--- src/rtl/replica_pkg.sv ---
// replica_pkg: shared sizing and packed word type for one replica node
package replica_pkg;
    localparam int city_num_log = 5;
    localparam int city_div     = 4;
    localparam int city_div_log = 2;
    localparam int base_log     = 2;
    typedef logic [7:0][city_num_log-1:0] replica_data_t;
endpackage

--- src/rtl/route_pack.sv ---
// route_pack: packs a route, one city per handshake, into 8-lane words for the exchange write port
module route_pack
    import replica_pkg::*;
#(
    parameter int lead_cycles = 3,
    parameter int lanes       = 8
) (
    input  logic                    clk,
    input  logic                    reset,
    input  logic                    start,
    input  logic [base_log-1:0]     base_id,
    output logic                    busy,
    output logic                    done,
    input  logic                    in_valid,
    output logic                    in_ready,
    input  logic [city_num_log-1:0] in_city,
    output logic [base_log-1:0]     out_base_id,
    output logic                    out_valid,
    output replica_data_t           out_data
);
    localparam logic [1:0] IDLE = 2'd0;
    localparam logic [1:0] LEAD = 2'd1;
    localparam logic [1:0] FILL = 2'd2;
    localparam int lead_w = lead_cycles > 1 ? $clog2(lead_cycles) : 1;
    localparam logic [lead_w-1:0] lead_last = lead_w'(lead_cycles - 1);
    localparam logic [city_div_log-1:0] word_last = city_div_log'(city_div - 1);
    localparam logic [2:0] lane_last = 3'(lanes - 1);

    logic [1:0]                         state;
    logic [lead_w-1:0]                  lead_cnt;
    logic [2:0]                         lane_cnt;
    logic [city_div_log-1:0]            word_cnt;
    logic [6:0][city_num_log-1:0]       asm_q;

    // handshake and status follow the state directly
    always_comb begin
        busy     = state != IDLE;
        in_ready = state == FILL;
    end

    // sequencing: latch base on start, wait out the receiver's base delay, then gather cities
    always_ff @(posedge clk) begin
        if (reset) begin
            state       <= IDLE;
            lead_cnt    <= '0;
            lane_cnt    <= '0;
            word_cnt    <= '0;
            asm_q       <= '0;
            out_base_id <= '0;
            out_valid   <= 1'b0;
            out_data    <= '0;
            done        <= 1'b0;
        end else begin
            out_valid <= 1'b0;
            done      <= 1'b0;
            case (state)
                IDLE: if (start) begin
                    out_base_id <= base_id;
                    lead_cnt    <= '0;
                    lane_cnt    <= '0;
                    word_cnt    <= '0;
                    state       <= lead_cycles == 0 ? FILL : LEAD;
                end
                LEAD: begin
                    lead_cnt <= lead_cnt + 1'b1;
                    state    <= lead_cnt == lead_last ? FILL : LEAD;
                end
                FILL: if (in_valid) begin
                    lane_cnt <= lane_cnt + 1'b1;
                    if (lane_cnt == lane_last) begin
                        out_data  <= {in_city, asm_q};
                        out_valid <= 1'b1;
                        word_cnt  <= word_cnt + 1'b1;
                        done      <= word_cnt == word_last;
                        state     <= word_cnt == word_last ? IDLE : FILL;
                    end else begin
                        asm_q[lane_cnt] <= in_city;
                    end
                end
                default: state <= IDLE;
            endcase
        end
    end
endmodule
--- config.mk ---
export PLATFORM = sky130hd
export DESIGN_NAME = route_pack
export DESIGN_NICKNAME = d
export VERILOG_FILES = /design/src/rtl/replica_pkg.sv /design/src/rtl/route_pack.sv
export SDC_FILE = /design/constraint.sdc
export NUM_CORES = 1
export LEC_CHECK = 0
export CORE_ASPECT_RATIO = 1.5
export CORE_MARGIN = 2
export CORE_UTILIZATION = 35
export CTS_CLUSTER_DIAMETER = 100
export DETAILED_ROUTE_END_ITERATION = 16
export SKIP_CTS_REPAIR_TIMING = 1
export SLEW_MARGIN = 0
export SYNTH_ARGS = -nofsm -noshare
export SYNTH_HDL_FRONTEND = slang
export SYNTH_SLANG_ARGS = --single-unit
--- constraint.sdc ---
create_clock -name clk -period 3.3 [get_ports clk]
set_input_delay 0.66 -clock clk [delete_from_list [all_inputs] [get_ports clk]]
set_output_delay 0.66 -clock clk [all_outputs]
set_load 0.03 [all_outputs]
==> key figures <==
Synth
  – Synth top area share: 0.518
  – Most common cell in the netlist: dfxtp_1
  – Synth warn: 0
  – Primary FF master, synth: dfxtp_1
  – Library cells used by synthesis: 28
  – Cell Area, Synth: 0.00340 mm^2
  – Top cells by area, synth: dfxtp_1 52%, mux2i_1 11%, nand2_1 9.5%
  – Synthesized-area fraction occupied by adder cells: 0.0147
  – Xor/xnor cell area share of the yosys netlist: 0
  – Synth Instances: 370
  – Largest family of logic cells by synthesized area: simple AND/OR/NAND/NOR gates
  – Mux contribution to synthesized area: 0.109
  – FF+latch count, synth: 88
  – Synth area leader: dfxtp_1
  – EDFF count, synth: 0
  – Synth Area in Simple Gates: 0.242
  – Async S/R FF share, synth: 0
  – Synth Area in Compound Gates: 0.0813
  – Synth top cells by count: 88 x dfxtp_1, 86 x nand2_1, 49 x a21oi_1
  – Synth Net Count: 385
  – Part of the Yosys area used for sequential elements: 0.518
  – Avg Inst Size Synth: 9.20 um^2

Power and ir drop
  – Power per Cell Area: 523 mW/mm^2
  – Seq pwr share: 0.470
  – Cell leakage power: 1.71 nW
  – Sw Pwr: 0.446 mW
  – Worst VDD drop: 0.000297 V
  – Clock power frac: 0.497
  – Comb power frac: 0.033
  – Net switching fraction of the power: 0.195
  – Int Pwr: 1.84 mW

Clock network
  – H-tree depth: 3
  – CTS tree: built
  – Clock latency on the worst-skew pair: 0.34 ns
  – Longest Clk Path Bufs: 2
  – Sink Count: 88
  – TritonCTS Buffers: 9
  – CTS root buffer: clkbuf_16
  – Reg clk slew, reported paths: 0.06 ns

Critical path
  – Worst setup EP type: output pin
  – Crit Path Class: reg -> out
  – Worst EP required: 2.64 ns
  – Critical path's slowest cell: clkdlybuf4s50_1
  – Crit path launch type: flop
  – CP top delay family: buffers and inverters
  – Bufs and invs on worst path: 1
  – Crit path largest cell delay: 0.69 ns
  – Arr. time, crit path: 1.88 ns
  – CP cell instances: nor2b_1, clkdlybuf4s50_1
  – CP Max Fanout: 16

Cells and area
  – Area grow syn2layout: 28.2%
  – Antenna Cells: 0
  – Share of cells above drive strength 1: 0.0689
  – Util after Layout: 0.455
  – Nets: 431
  – Final Non-Filler Cells: 536
  – Register Area: 0.00176 mm^2
  – Multi-input gate area: 0.00152 mm^2
  – Design Area, Final: 0.00436 mm^2
  – FILL cells: 967

Timing
  – Setup skew after layout: 0.00521 ns
  – Fin Setup TNS: 0 ns
  – RSZ-0062 raised after global routing: no
  – Final Hold Viols: 0
  – Setup-failing EPs final: 0
  – Final Slew Violations: 0
  – Slew of the pin with the lowest slew margin: 0.489 ns
  – Min cycle time layout: 2.54 ns
  – Slew HR: 0.674
  – Final period utilization: 0.769
  – FMAX: 394 MHz

Placement
  – DP Area: 0.00403 mm^2
  – DP Cell Count: 520
  – RD Place Congestion: 0.720
  – DPL Wire Length: 4.75 mm
  – I/O Buffers: 56

Floorplan
  – Die W: 84.5 um
  – Core region area: 0.00958 mm^2
  – Die area: 0.0105 mm^2
  – Initial Util: 0.355
  – Row Count: 44
  – Die H: 125 um
  – Top Ports: 57

Drt
  – Wirelength, routed: 7.11 mm
  – # DRC: 0
  – Via density: 4.82
  – Pre-antenna DRT Iters: 4
  – Wirelength per Cell: 13.3 um
  – DRT antenna net count: 0
  – DR vias: 2582
  – Iter 0 DRT Violations: 112

Global route
  – Vias in the first global route: 2533
  – Initial antenna violation count: 0
  – First-pass GRT wire length: 12.1 mm
  – Grt ovf: 0
  – Largest net degree at the start of global routing: 44
  – Total track usage: 0.143

Flow run
  – Max-cap violations: 0

Min path
  – Class of the worst hold path: reg -> reg

Status
  – Status: finished, final reports clean
-- flip-flops by register name, summed over array words and instances, names as in the netlist --
| signal | cells |
|---|---|
| out_valid | 1 |
| lane_cnt | 3 |
| lead_cnt | 2 |
| done | 1 |
| out_data | 40 |
| word_cnt | 2 |
| out_base_id | 2 |
| asm_q | 35 |
| state | 2 |
-- final timing paths --
check | from | end | slack, ns | depth (start not counted)
setup / recovery | state[1] | in_ready | 0.76 | 2
hold / removal | asm_q[18] | out_data[18] | 0.45 | 2
setup reg to reg | lane_cnt[0] | asm_q[32] | 1.19 | 5
hold reg to reg | asm_q[18] | out_data[18] | 0.45 | 2
-- logic make-up after synthesis --
kind of cell	Yosys count
AND/OR/NAND/NOR	159
flip-flops	88
AO/OA/AOI/OAI	54
multiplexers	37
buffers and inverters	28
adder cells (fa/ha/maj)	4
-- per-layer routing --
metal,track usage,vias up,part of all wire,routed length (um)
met5,0,-,0,0
met4,0.0607,0,0.018,129
met3,0.0384,9,0.028,198
met2,0.238,33,0.51,3630
met1,0.172,1222,0.44,3150
li1,-,1318,-,-
-- power by group through the flow --
stage / clock network (mW) / registers, mW / logic, mW
floorplan: 0 / 1.10 / 0.0439
global placement: 0 / 1.10 / 0.0755
detailed placement: 0 / 1.10 / 0.0765
CTS: 1.17 / 1.07 / 0.0767
global route: 1.21 / 1.07 / 0.0821
finish: 1.13 / 1.07 / 0.0749
-- cells in the final DEF (no fill, tap or decap) --
cell type,netlist,routed
dfxtp_1,88,88
bufinv_16,0,3
ha_1,4,4
clkinvlp_4,0,1
mux2i_1,37,37
and4bb_1,1,1
nand2_1,86,86
clkinv_2,0,2
or4b_1,1,1
o21ai_0,3,3
nor2b_1,2,2
nor3b_1,3,3
buf_4,0,5
or2_2,1,1
nor2_1,6,6
nand3_2,3,3
and4b_1,2,2
nand4b_2,1,1
nor3_1,1,1
and2_1,1,1
nand3b_2,2,2
clkbuf_1,18,1
a21oi_1,49,49
nand4b_1,4,4
o21bai_1,1,1
or3b_2,1,1
nand3_1,3,3
a2bb2oi_1,1,1
nand2b_1,41,41
clkdlybuf4s50_1,0,55
inv_1,2,2
clkbuf_16,0,9
buf_2,7,1
-- metrics by stage --
stage                     setup slack [ns]  power, mW  hold slack [ns]
after CTS                            0.743       2.32            0.453
after detailed placement             0.888       1.17            0.445
final                                0.762       2.28            0.449
after global placement               0.910       1.17            0.442
after global routing                 0.640       2.36            0.472
after floorplan                       1.43       1.14            0.432
-- tightest hold or removal path, stage by stage, from the launching register on --
cell	delay (ns)
dfxtp_1	0.31
nand2_1	0.05
a21oi_1	0.05
-- area by class of cell --
class	instances	area share
sequential	88	0.404
multi-input combinational	254	0.348
timing repair buffer	61	0.136
clock buffer	10	0.0525
tap	115	0.0330
clock inverter	6	0.0247
inverter	2	0.00172
No activity file was read; power rests on OpenSTA's default activity.
